$ cat src/rtl/sddr_init_seq.sv
// DDR3 power-up initialisation sequencer: RESET# hold, CKE wait, tXPR, MR2/3/1/0, ZQCL and DONE.
// Define SDDR_WRITE_LEVEL_EN to insert write-leveling (WL_ENTER/WL_RUN/WL_EXIT) between ZQCL and DONE.
module sddr_init_seq #(
  parameter int BANK_BITS      = 3,
  parameter int ADDR_BITS      = 14,
  parameter int RESET_CYCLES   = 60620,
  parameter int CKE_CYCLES     = 151550,
  parameter int TXPR_CYCLES    = 82,
  parameter int TMRD_CYCLES    = 4,
  parameter int TMOD_CYCLES    = 12,
  parameter int TZQINIT_CYCLES = 512,
  parameter logic [ADDR_BITS-1:0] MR0_VAL = '0,
  parameter logic [ADDR_BITS-1:0] MR1_VAL = '0,
  parameter logic [ADDR_BITS-1:0] MR2_VAL = '0,
  parameter logic [ADDR_BITS-1:0] MR3_VAL = '0,
  parameter int WL_PULSES      = 32,
  parameter int WL_GAP         = 16
) (
  input  logic                 in_ddr_clock_i,
  input  logic                 in_ctl_reset_n_i,
  input  logic                 restart_i,
  output logic                 ddr_reset_n_o,
  output logic                 ctl_cke_o,
  output logic                 ctl_cs_n_o,
  output logic                 ctl_ras_n_o,
  output logic                 ctl_cas_n_o,
  output logic                 ctl_we_n_o,
  output logic                 ctl_odt_o,
  output logic [ADDR_BITS-1:0] ctl_addr_o,
  output logic [BANK_BITS-1:0] ctl_ba_o,
  output logic                 ctl_write_level_o,
  output logic                 ctl_out_dqs_o,
  output logic                 init_done_o,
  output logic [3:0]           state_o
);

  function automatic int imax(input int a, input int b);
    return (a > b) ? a : b;
  endfunction

  // One width covers every wait and the write-level pulse count.
  localparam int MAX_WAIT = imax(imax(imax(RESET_CYCLES, CKE_CYCLES), imax(TXPR_CYCLES, TMRD_CYCLES)),
                                 imax(imax(TMOD_CYCLES, TZQINIT_CYCLES), imax(WL_GAP, WL_PULSES)));
  localparam int CW = $clog2(MAX_WAIT) + 1;

  localparam logic [3:0] CMD_DESEL = 4'b1111;
  localparam logic [3:0] CMD_NOP   = 4'b0111;
  localparam logic [3:0] CMD_MRS   = 4'b0000;
  localparam logic [3:0] CMD_ZQCL  = 4'b0110;

  typedef enum logic [3:0] {
    RESET_HOLD = 4'd0, CKE_WAIT = 4'd1, TXPR = 4'd2, MRS2 = 4'd3, MRS3 = 4'd4,
    MRS1 = 4'd5, MRS0 = 4'd6, ZQCL = 4'd7, DONE = 4'd8
`ifdef SDDR_WRITE_LEVEL_EN
    , WL_ENTER = 4'd9, WL_RUN = 4'd10, WL_EXIT = 4'd11
`endif
  } state_t;

  state_t                state_q, state_d;
  logic [CW-1:0]         cnt_q, cnt_d;
  logic                  armed_q;
  logic                  entering, cnt_zero;
  logic                  reset_n_d, cke_d, done_d;
  logic [3:0]            cmd_q, cmd_d;
  logic [ADDR_BITS-1:0]  addr_d;
  logic [BANK_BITS-1:0]  ba_d;

  function automatic int wait_len(input state_t s);
    case (s)
      RESET_HOLD: return RESET_CYCLES;
      CKE_WAIT:   return CKE_CYCLES;
      TXPR:       return TXPR_CYCLES;
      MRS2, MRS3, MRS1: return TMRD_CYCLES;
      MRS0:       return TMOD_CYCLES;
      ZQCL:       return TZQINIT_CYCLES;
`ifdef SDDR_WRITE_LEVEL_EN
      WL_ENTER, WL_EXIT: return TMOD_CYCLES;
      WL_RUN:     return WL_GAP;
`endif
      default:    return 1;
    endcase
  endfunction

  assign cnt_zero = (cnt_q == '0);

`ifdef SDDR_WRITE_LEVEL_EN
  localparam int PW = $clog2(WL_PULSES + 1);
  logic [PW-1:0] pulse_q, pulse_d;
  logic          wl_d, dqs_d, wl_q, dqs_q;
`endif

  // restart_i is a level request sampled every edge; only DONE acts on it.
  always_comb begin
    state_d = state_q;
    case (state_q)
      RESET_HOLD: if (armed_q && cnt_zero) state_d = CKE_WAIT;
      CKE_WAIT:   if (cnt_zero) state_d = TXPR;
      TXPR:       if (cnt_zero) state_d = MRS2;
      MRS2:       if (cnt_zero) state_d = MRS3;
      MRS3:       if (cnt_zero) state_d = MRS1;
      MRS1:       if (cnt_zero) state_d = MRS0;
      MRS0:       if (cnt_zero) state_d = ZQCL;
`ifdef SDDR_WRITE_LEVEL_EN
      ZQCL:       if (cnt_zero) state_d = WL_ENTER;
      WL_ENTER:   if (cnt_zero) state_d = WL_RUN;
      WL_RUN:     if (cnt_zero && pulse_q == '0) state_d = WL_EXIT;
      WL_EXIT:    if (cnt_zero) state_d = DONE;
`else
      ZQCL:       if (cnt_zero) state_d = DONE;
`endif
      DONE:       if (restart_i) state_d = RESET_HOLD;
      default:    state_d = RESET_HOLD;
    endcase
    entering = (state_d != state_q);

    // The first edge after reset release loads RESET_HOLD's wait.
    cnt_d = cnt_q;
    if (entering || !armed_q) cnt_d = CW'(wait_len(state_d) - 1);
`ifdef SDDR_WRITE_LEVEL_EN
    else if (state_q == WL_RUN && cnt_zero) cnt_d = CW'(WL_GAP - 1);
`endif
    else if (!cnt_zero) cnt_d = cnt_q - 1'b1;

    reset_n_d = (state_d != RESET_HOLD);
    cke_d     = (state_d != RESET_HOLD) && (state_d != CKE_WAIT);
    done_d    = (state_d == DONE);
    cmd_d     = cke_d ? CMD_NOP : CMD_DESEL;
    addr_d    = '0;
    ba_d      = '0;
    if (entering) begin
      case (state_d)
        MRS2: begin cmd_d = CMD_MRS; ba_d = BANK_BITS'(2); addr_d = MR2_VAL; end
        MRS3: begin cmd_d = CMD_MRS; ba_d = BANK_BITS'(3); addr_d = MR3_VAL; end
        MRS1: begin cmd_d = CMD_MRS; ba_d = BANK_BITS'(1); addr_d = MR1_VAL; end
        MRS0: begin cmd_d = CMD_MRS; ba_d = BANK_BITS'(0); addr_d = MR0_VAL; end
        ZQCL: begin cmd_d = CMD_ZQCL; addr_d[10] = 1'b1; end
`ifdef SDDR_WRITE_LEVEL_EN
        WL_ENTER: begin cmd_d = CMD_MRS; ba_d = BANK_BITS'(1); addr_d = MR1_VAL | (ADDR_BITS'(1) << 7); end
        WL_EXIT:  begin cmd_d = CMD_MRS; ba_d = BANK_BITS'(1); addr_d = MR1_VAL; end
`endif
        default: ;
      endcase
    end

`ifdef SDDR_WRITE_LEVEL_EN
    // Write-level mode and ODT turn on the cycle after the MR1 write that enables them.
    wl_d    = (state_d == WL_ENTER && !entering) || (state_d == WL_RUN);
    dqs_d   = (state_d == WL_RUN) && (entering || cnt_zero);
    pulse_d = pulse_q;
    if (entering && state_d == WL_RUN) pulse_d = PW'(WL_PULSES - 1);
    else if (state_q == WL_RUN && cnt_zero && pulse_q != '0) pulse_d = pulse_q - 1'b1;
`endif
  end

  always_ff @(posedge in_ddr_clock_i or negedge in_ctl_reset_n_i) begin
    if (!in_ctl_reset_n_i) begin
      state_q       <= RESET_HOLD;
      cnt_q         <= '0;
      armed_q       <= 1'b0;
      ddr_reset_n_o <= 1'b0;
      ctl_cke_o     <= 1'b0;
      cmd_q         <= CMD_DESEL;
      ctl_addr_o    <= '0;
      ctl_ba_o      <= '0;
      init_done_o   <= 1'b0;
    end else begin
      state_q       <= state_d;
      cnt_q         <= cnt_d;
      armed_q       <= 1'b1;
      ddr_reset_n_o <= reset_n_d;
      ctl_cke_o     <= cke_d;
      cmd_q         <= cmd_d;
      ctl_addr_o    <= addr_d;
      ctl_ba_o      <= ba_d;
      init_done_o   <= done_d;
    end
  end

`ifdef SDDR_WRITE_LEVEL_EN
  always_ff @(posedge in_ddr_clock_i or negedge in_ctl_reset_n_i) begin
    if (!in_ctl_reset_n_i) begin
      pulse_q <= '0;
      wl_q    <= 1'b0;
      dqs_q   <= 1'b0;
    end else begin
      pulse_q <= pulse_d;
      wl_q    <= wl_d;
      dqs_q   <= dqs_d;
    end
  end
  assign ctl_write_level_o = wl_q;
  assign ctl_odt_o         = wl_q;
  assign ctl_out_dqs_o     = dqs_q;
`else
  assign ctl_write_level_o = 1'b0;
  assign ctl_odt_o         = 1'b0;
  assign ctl_out_dqs_o     = 1'b0;
`endif

  assign {ctl_cs_n_o, ctl_ras_n_o, ctl_cas_n_o, ctl_we_n_o} = cmd_q;
  assign state_o = state_q;

endmodule
$ cat config.mk
export PLATFORM = sky130hd
export DESIGN_NAME = sddr_init_seq
export DESIGN_NICKNAME = d
export VERILOG_FILES = /design/src/rtl/sddr_init_seq.sv
export SDC_FILE = /design/constraint.sdc
export NUM_CORES = 1
export LEC_CHECK = 0
export ABC_CLOCK_PERIOD_IN_PS = 11100
export CORE_MARGIN = 2
export CORE_UTILIZATION = 55
export DETAILED_ROUTE_END_ITERATION = 7
export PLACE_DENSITY = 0.86
export SYNTH_ARGS = -nofsm -noshare
export SYNTH_HDL_FRONTEND = slang
export SYNTH_SLANG_ARGS = --single-unit
$ cat constraint.sdc
create_clock -name in_ddr_clock_i -period 11.1 [get_ports in_ddr_clock_i]
set_input_delay 1.665 -clock in_ddr_clock_i [delete_from_list [all_inputs] [get_ports in_ddr_clock_i]]
set_output_delay 1.665 -clock in_ddr_clock_i [all_outputs]
set_load 0.05 [all_outputs]
==> impl_metrics.py <==
metrics = {
    "floorplan": {
        "dieArea_sq_mm": 0.00450,
        "initial_core_util_pct": 58.4,
        "dieHeight_um": 67.1,
        "rows": 22,
        "core_area_sq_mm": 0.00374,
        "io_pins": 34,
        "die_width_um": 67.1,
    },
    "setup_path": {
        "end_kind": "register",
        "cp.required_ns": 11.25,
        "worstPathArrival_ns": 4.61,
        "crit_cells": 14,
        "cp_common_cell": "ha_1",
        "path_cells": "inv_1 -> ha_1 -> nor3b_1 -> nand2_1 -> or2_2 -> or3_1 -> a21o_1 -> ha_1 -> nand2b_1 -> nor2_1 -> o21ai_0 -> a221o_1 -> nor4b_1 -> o22ai_1",
        "worst-path-max-fanout": 18,
        "timing_worst_setup_path_type": "register to register",
        "rr_worst_depth": 14,
        "cp_top_family": "simple AND/OR/NAND/NOR gates",
        "slowest_stage": "nor3b_1",
        "startpoint_type": "register",
        "cp_num_buf_inv": 1,
        "critPathMaxStageDelay_ns": 0.74,
    },
    "sta": {
        "fmax_ghz": 0.224,
        "min_period_ns": 4.46,
        "fin_ws_ns": 6.64,
        "finClkSkew_ns": 0.00891,
        "setup_viol": 0,
        "rsz0062_at_grt": "no",
        "max_slew_margin_pct": 32.2,
        "finalHoldViolCount": 0,
        "final.period_utilization_pct": 40.2,
        "slew_viol_final": 0,
        "worstMarginPinSlew_ns": 1.02,
        "fin_tns_setup_ns": 0,
    },
    "global_routing": {
        "grt-ovfl-total": 0,
        "antenna_found_initial": 0,
        "grt_max_degree": 34,
        "grt_pass1_wl_um": 8200,
        "grtUsageTotal_pct": 24.4,
        "grt_pass1_vias": 1722,
    },
    "power": {
        "p_leak_nw": 1.03,
        "ir_worst_vdd_v": 0.0000719,
        "p_per_area_mw_per_mm2": 116,
    },
    "route": {
        "wl_per_cell_um": 16.1,
        "routed_wl_um": 4970,
        "first_pass_iters": 5,
        "drcViolationCount": 0,
        "routed_via_density": 6.10,
        "vias": 1884,
        "drtIter0Drc": 125,
        "route.antenna.remaining_nets": 0,
    },
    "final_layout": {
        "antenna_cells": 0,
        "design_area_sq_mm": 0.00245,
        "fin_util_pct": 65.4,
        "final_nets": 270,
        "nFillCells": 307,
        "drive_above_1_share_pct": 8.81,
        "area_growth_pct": 12.0,
    },
    "clock_tree": {
        "cts_buffers": 5,
        "clock-sinks": 33,
        "insertion_delay_ns": 0.29,
        "clk_pin_slew_worst_paths_ns": 0.06,
        "cts_buffer_depth": 2,
        "cts-resized-gates": 0,
        "htreeDepth": 2,
        "post-cts-setup-buffer-count": 0,
        "cts-root-buf": "clkbuf_8",
        "cts_tree": "yes",
        "ctsHoldBuffers": 0,
    },
    "placement": {
        "place_congestion": 0.995,
        "place_ws_ns": 6.70,
        "placed_area_sq_mm": 0.00231,
        "port_buffers": 16,
        "hpwl_um": 3560,
    },
    "synthesis": {
        "yosysUniqueCellTypes": 54,
        "synth_warnings": 0,
        "syn_area_sq_mm": 0.00219,
        "syn_inst": 245,
        "avgSynthCellArea_sq_um": 8.93,
        "synthFlopType": "dfrtp_1",
        "async_flop_share_pct": 100,
        "seq_area_frac_synth_pct": 37.9,
        "synth_edf_count": 0,
        "ys_ff_latch": 33,
    },
    "hold_path": {
        "hold_path_depth": 2,
        "min_path_type": "register to register",
    },
    "job": {
        "drv_cap": 0,
    },
    "status": {
        "status": "completed",
    },
}
[kinds of logic after synthesis]
| logic type | count (synthesis) | synth area share (%) |
|---|---|---|
| buffers and inverters | 32 | 8.70 |
| and+or+nand+nor | 90 | 22.5 |
| muxes | 2 | 0.915 |
| AOI/OAI and AO/OA | 63 | 19.2 |
| xor gates and xnor gates | 16 | 6.41 |
| other | 2 | 0.343 |
| adders and majority gates | 7 | 4.00 |
| DFF | 33 | 37.9 |
[synthesized netlist by cell type, types with 2 or more instances]
cell type  count  area share, %
a221o_1        3            1.4
xnor2_1       10            4.0
nor3b_1        3            1.0
and3_1         2           0.57
clkbuf_1       6            1.0
o211ai_1       2           0.69
a22oi_1        3            1.0
o21ai_0        9            2.1
dfrtp_1       30             34
dfstp_2        3            3.6
nor3_1        11            2.5
nand2b_1       5            1.4
or3_1          4            1.1
conb_1         2           0.34
a22o_1         2           0.80
o21a_1         3            1.0
buf_4         18            6.2
buf_2          2           0.46
nor2_1        13            2.2
a31oi_1        2           0.57
o22ai_1        6            1.7
or4_1          3            1.0
nor4_1         4            1.1
a21oi_1       18            4.1
nand4_1        3           0.86
mux2i_1        2           0.92
or2_2          2           0.57
xor2_1         6            2.4
nand3_1        7            1.6
ha_1           7            4.0
o31ai_1        4            1.4
nor2b_1        4            1.1
inv_1          6            1.0
nand2_1       20            3.4
[cell usage in the layout, fill, tap and decap left out, types with 6 or more instances in the layout]
master,synthesis,final
a21oi_1,18,18
clkdlybuf4s50_1,0,16
conb_1,2,18
dfrtp_1,30,30
ha_1,7,7
inv_1,6,6
nand2_1,20,20
nand3_1,7,7
nor2_1,13,13
nor3_1,11,11
o21ai_0,9,9
o22ai_1,6,6
xnor2_1,10,10
xor2_1,6,6
[per-stage QoR]
step,power [W],instances,hold WS (ns)
after floorplan,0.000152,261,0.548
after global placement,0.000153,301,0.613
after detailed placement,0.000153,301,0.623
after CTS,0.000287,309,0.655
after global routing,0.000295,309,0.683
final,0.000285,309,0.652
[report_power, final]
part / switching [W] / internal (W) / total (W)
Clock: 0.0000450 / 0.0000892 / 0.000134
Combinational: 0.0000207 / 0.00000514 / 0.0000259
Sequential: 0.00000262 / 0.000123 / 0.000125
[registers in the layout, summed over array words and instances, names as in the netlist]
register       flops
armed_q            1
ctl_cke_o          1
ctl_addr_o         1
cnt_q             19
ddr_reset_n_o      1
init_done_o        1
cmd_q              3
ctl_ba_o           2
state_o            4
[worst register-to-register path, delay by kind of cell (launching register included)]
kind | cells | cell delay, ns
simple gates | 7 | 2.39
flops | 1 | 0.40
buf+inv | 1 | 0.11
compound gates | 4 | 0.85
fa+ha+maj | 2 | 0.57
[path summary, 6_finish.rpt]
check | startpoint | endpoint | slack, ns
max in group asynchronous | in_ctl_reset_n_i | cmd_q[2] | 8.99
setup reg to reg | cnt_q[0] | cnt_q[13] | 6.64
setup / recovery | cnt_q[0] | cnt_q[13] | 6.64
hold reg to reg | cnt_q[16] | cnt_q[16] | 0.65
min in group asynchronous | in_ctl_reset_n_i | state_o[0] | 1.76
hold / removal | cnt_q[16] | cnt_q[16] | 0.65
[layer usage]
| layer | global-route usage, % | vias to the layer above | wire, um | part of all wire, % |
|---|---|---|---|---|
| met5 | 0 | - | 0 | 0 |
| met4 | 10.5 | 0 | 106 | 2.1 |
| met3 | 6.42 | 12 | 488 | 9.8 |
| met2 | 36.8 | 107 | 2290 | 46 |
| met1 | 32.8 | 891 | 2080 | 42 |
| li1 | - | 874 | - | - |
[cell type report]
class                      count  area [sq um]  share of cell area [%]
sequential                    33           830                    33.9
clock buffer                   5          68.8                    2.81
inverter                       6          22.5                   0.920
tap                           48          60.1                    2.45
timing repair buffer          18           175                    7.15
multi-input combinational    196          1230                    50.1
clock inverter                 3          65.1                    2.66
(Power assumes the default switching activity.)
==> patch 1 (config.mk and constraints unchanged) <==
`ADDR_BITS`: 14 -> 13.
--- a/src/rtl/sddr_init_seq.sv
+++ b/src/rtl/sddr_init_seq.sv
@@ -2,7 +2,7 @@
 // Define SDDR_WRITE_LEVEL_EN to insert write-leveling (WL_ENTER/WL_RUN/WL_EXIT) between ZQCL and DONE.
 module sddr_init_seq #(
   parameter int BANK_BITS      = 3,
-  parameter int ADDR_BITS      = 14,
+  parameter int ADDR_BITS      = 13,
   parameter int RESET_CYCLES   = 60620,
   parameter int CKE_CYCLES     = 151550,
   parameter int TXPR_CYCLES    = 82,
Ports: changed (resized ctl_addr_o); port bits go from 34 to 33. The function was not compared with the original's and may differ.
==> patch 1 against the unedited design <==
Cell area decreased by 0.92%; setup slack improved by 0.016 ns; routed wire length decreased by 0.84%; sequential cell count unchanged; combinational power decreased by 3%; clock power decreased by 15%; largest cell class unchanged; area after synthesis decreased by 0.34%; critical endpoint unchanged; power decreased by 7.4%.
==> patch 1: results (changes against the unedited design) <==
status - completed (unchanged)
Detail Placement HPWL - 3552 um (was 3563 um)
drt initial violations - 136 (was 125)
peak supply drop - 92.07 uV (was 71.93 uV)
metal3 WL - 507 um (was 488 um)
met2 routed WL - 2264 um (was 2291 um)
postcts setup bufs - 0 (unchanged)
grt met1 use - 32.47% (was 32.76%)
leading post-synthesis cells by cell area - dfrtp_1, buf_4, a21oi_1 (unchanged)
layout cells sized above 1 - 8.846% (was 8.812%)
M2 GR Usage - 36.50% (was 36.76%)
GPL Wtd Cong - 0.9927 (was 0.9947)
Total Routing Usage GR - 24.72% (was 24.36%)
Max Used Layer - met4 (unchanged)
CP arrival - 4.59 ns (was 4.61 ns)
Final nets - 269 (was 270)
CP max stage delay - 0.72 ns (was 0.74 ns)
Synth top cells by count - dfrtp_1, nand2_1, a21oi_1 (was dfrtp_1, nand2_1, a21oi_1, buf_4, nor2_1)
post-synthesis sequential area ratio - 38.06% (was 37.93%)
Bufs on Longest Clock Path - 2 (unchanged)
wl on met1 - 2051 um (was 2084 um)
drt pass-1 iters - 5 (unchanged)
Routed WL - 4929 um (was 4971 um)
Clk power - 0.114 mW (was 0.134 mW)
worst min-delay path category - flip-flop to flip-flop (unchanged)
vias in the first global route - 1,682 (was 1,722)
DR vias/cell - 6.104 (was 6.097)
Fillers - 313 (was 307)
Pint - 0.1948 mW (was 0.2169 mW)
met3 Use GR - 9.628% (was 6.419%)
P_comb - 0.0251 mW (was 0.0259 mW)
-- patch 1: cell count changes in the layout (fill, tap and decap cells not counted), sizes merged --
cell,delta
bufinv,-1
conb,-1
clkinvlp,+1
-- patch 1: area by class of cell --
cell class	count	share of cell area (%)
multi-input cells	195	50.44
flip-flops and latches	33	34.19
repair buffers	18	7.220
clock buffers	5	2.837
well taps	48	2.475
clock inverters	3	1.908
inverters	6	0.9283
-- patch 1: critical path: cells and delay by family (launching register included) --
kind,cells,cell delay (ns)
flops,1,0.41
simple gates,7,2.38
compound gates,4,0.83
buf+inv,1,0.10
fa+ha+maj,2,0.56
-- patch 1: kinds of logic after synthesis --
kind of cell | count (synthesis) | share of synthesized area (%)
flip-flops | 33 | 38.06
AND/OR/NAND/NOR | 90 | 22.62
other | 2 | 0.3446
XOR/XNOR | 16 | 6.429
AO/OA/AOI/OAI | 63 | 19.23
adder cells (fa/ha/maj) | 7 | 4.018
buffers and inverters | 31 | 8.381
multiplexers | 2 | 0.9185
-- patch 1: through the flow --
step,setup slack [ns],util [%],total power [mW],std cells,instance area (sq um)
after global routing,6.229,64.81,0.2764,308,2426
after CTS,6.673,64.81,0.2662,308,2426
after floorplan,7.237,-,0.1511,259,2236
after global placement,6.969,61.73,0.1519,300,2311
after detailed placement,6.670,61.73,0.1523,300,2311
final,6.655,64.81,0.2643,308,2426
-- patch 1: final timing paths --
path	start	to	slack, ns	cells after the start
worst min register to register	cnt_q[16]	cnt_q[16]	0.65	2
worst max register to register	cnt_q[0]	cnt_q[13]	6.65	14
worst min-delay path	cnt_q[16]	cnt_q[16]	0.65	2
max in group asynchronous	in_ctl_reset_n_i	cmd_q[2]	9.00	2
worst max-delay path	cnt_q[0]	cnt_q[13]	6.65	14
min in group asynchronous	in_ctl_reset_n_i	armed_q	1.77	2
==> patch 2 (same flow settings) <==
Made on the original files. Put a register stage on the output `ctl_cs_n_o`, with the module's reset. The value now appears one clock later. The other outputs are not delayed to match.
--- a/src/rtl/sddr_init_seq.sv
+++ b/src/rtl/sddr_init_seq.sv
@@ -34,6 +34,8 @@
   output logic [3:0]           state_o
 );
 
+  logic ctl_cs_n_d;
+
   function automatic int imax(input int a, input int b);
     return (a > b) ? a : b;
   endfunction
@@ -197,7 +199,15 @@
   assign ctl_out_dqs_o     = 1'b0;
 `endif
 
-  assign {ctl_cs_n_o, ctl_ras_n_o, ctl_cas_n_o, ctl_we_n_o} = cmd_q;
+  assign {ctl_cs_n_d, ctl_ras_n_o, ctl_cas_n_o, ctl_we_n_o} = cmd_q;
   assign state_o = state_q;
 
+  always_ff @(posedge in_ddr_clock_i or negedge in_ctl_reset_n_i) begin
+    if (!in_ctl_reset_n_i) begin
+      ctl_cs_n_o <= '0;
+    end else begin
+      ctl_cs_n_o <= ctl_cs_n_d;
+    end
+  end
+
 endmodule
Behaviour: not the same (Yosys sat finds a counterexample within 4 cycles, from zero or initial values and one cycle with in_ctl_reset_n_i low).
==> patch 2 against the unedited design <==
Cell count up 4.2%; clock skew up 0.0020 ns; cell area up 1.5%; clock power down 36%; sequential power up 4%; routed wire length up 4.4%; die area up 5.5%; power down 15%; critical path depth up 3; count of clock-buffer cells in the layout up 3; area after synthesis up 5.9%; sequential cell count up 1; non-clock buffer count unchanged; setup slack worse by 0.15 ns; critical endpoint is now cnt_q[17]; highest routed layer unchanged.
==> patch 2: results (changes against the unedited design) <==
R2R Path End - cnt_q[17] (was cnt_q[13])
worst min-delay path category - flip-flop to flip-flop (unchanged)
Synth top cells by count - dfrtp_1, nand2_1, a21oi_1 (was dfrtp_1, nand2_1, a21oi_1, buf_4, nor2_1)
peak supply drop - 52.71 uV (was 71.93 uV)
Reg2Reg Depth - 17 (was 14)
drt pass-1 iters - 6 (was 5)
Root Buffer - clkbuf_8 (unchanged)
Port-buffer cells - 16 (unchanged)
first-pass GRT wire length - 8397 um (was 8197 um)
vias in the first global route - 1,693 (was 1,722)
Detail Placement HPWL - 3870 um (was 3563 um)
drt initial violations - 120 (was 125)
M2 GR Usage - 36.42% (was 36.76%)
pin count of the biggest net entering global routing - 35 (was 34)
reg2reg setup slack - 6.49 ns (was 6.64 ns)
Total Routing Usage GR - 24.36% (about the same)
grt met1 use - 35.22% (was 32.76%)
asr flop ratio synth - 100.0% (unchanged)
endpoint class of the critical path - flip-flop (unchanged)
postcts setup bufs - 0 (unchanged)
antenna fix cells - 0 (unchanged)
Final Non-Filler Cells - 322 (was 309)
CP Max Fanout - 15 (was 18)
Worst Setup SP - cnt_q[0] (unchanged)
Final nets - 281 (was 270)
DR vias/cell - 5.845 (was 6.097)
placed cells - 314 (was 301)
syn avg cell area - 8.873 sq um (was 8.927 sq um)
Bufs on Longest Clock Path - 2 (unchanged)
post-CTS sizing - 0 (unchanged)
Largest Register - cnt_q (unchanged)
Yosys cell types - 57 (was 54)
post-synthesis sequential area ratio - 36.90% (was 37.93%)
layout cells sized above 1 - 7.353% (was 8.812%)
LEAKAGE - 1.064 nW (was 1.031 nW)
Top FF cell, synth - dfrtp_1 (unchanged)
CP arrival - 4.83 ns (was 4.61 ns)
leading post-synthesis cells by cell area - dfrtp_1, buf_4, a21oi_1 (unchanged)
Slew @ Worst Pin - 0.9665 ns (was 1.017 ns)
max reg flops - 19 (unchanged)
Placed Area - 2406 sq um (was 2315 sq um)
Layout Skew - 0.01090 ns (was 0.008912 ns)
WL/cell - 16.12 um (was 16.09 um)
Num CTS Buffers - 5 (unchanged)
synth warn - 0 (unchanged)
initial antenna violation count - 0 (unchanged)
GPL Wtd Cong - 0.9660 (was 0.9947)
status - completed (unchanged)
Worst-path clk slew - 0.07 ns
met3 Use GR - 5.519% (was 6.419%)
==> patch 2: cell count changes after synthesis, sizes merged, moves of 3 or more <==
cell   change
nand3      +6
xor2       +6
and2       +5
o21ai      +5
o22ai      -4
a21oi      +3
a221o      -3
a22oi      -3
buf        +3
nand2      +3
or4        -3
==> patch 2: worst min-delay path by stage <==
stage	end	slack (ns)	from	cells past startpoint
global route	ctl_cs_n_o	0.39	cmd_q[3]	0
CTS	ctl_cs_n_o	0.39	cmd_q[3]	0
detailed placement	ctl_cs_n_o	0.38	cmd_q[3]	0
global placement	ctl_cs_n_o	0.38	cmd_q[3]	0
finish	ctl_cs_n_o	0.39	cmd_q[3]	0
floorplan	ctl_cs_n_o	0.38	cmd_q[3]	0
==> patch 2: cell type report <==
class                   instances  area (sq um)
repair buffers                 18         175.2
flip-flops and latches         34         854.6
clock buffers                   8         80.08
well taps                      50         62.56
multi-input cells             204          1284
fillers                       353          1543
inverters                       8         30.03
==> patch 2: metrics by stage <==
stage | hold WS [ns] | power [mW] | worst slack [ns]
global placement | 0.3806 | 0.1596 | 6.719
detailed placement | 0.3810 | 0.1601 | 6.561
global route | 0.3944 | 0.2571 | 6.230
finish | 0.3885 | 0.2434 | 6.494
CTS | 0.3893 | 0.2450 | 6.537
floorplan | 0.3793 | 0.1592 | 6.980
==> patch 2: per-layer routing <==
metal  part of all wire (%)  wire (um)
met5                      0          0
met4                    1.1         55
met2                     46       2386
met1                     45       2360
met3                    7.5        389
==> patch 2: power by group <==
group          total (mW)  leakage, nW  internal, mW  switching, mW
clock network      0.0855       0.0395        0.0445         0.0410
logic              0.0277        0.616       0.00572         0.0220
registers           0.130        0.409         0.127        0.00311
==> patch 2: critical path, stage by stage (launching register included) <==
cell      delay [ns]
dfrtp_1         0.39
inv_1           0.10
ha_1            0.18
or3b_1          0.44
nor3_1          0.21
buf_4           0.20
nand3_1         0.43
nor3_1          0.36
a21oi_1         0.07
or2_2           0.35
ha_1            0.28
nand2b_1        0.19
or3_1           0.35
nor3_4          0.14
o21bai_1        0.08
a211o_1         0.38
nand3b_4        0.20
a21bo_1         0.21
==> patch 2: cell families (layout without fill, tap and decap cells) <==
kind of cell | count (synthesis) | after routing | share of synthesized area (%)
other | 2 | 18 | 0.3243
XOR/XNOR | 20 | 20 | 7.564
flip-flops | 34 | 34 | 36.90
AND/OR/NAND/NOR | 95 | 95 | 23.12
AO/OA/AOI/OAI | 63 | 63 | 17.61
multiplexers | 1 | 1 | 0.4322
adder cells (fa/ha/maj) | 7 | 7 | 3.782
buffers and inverters | 39 | 34 | 10.26
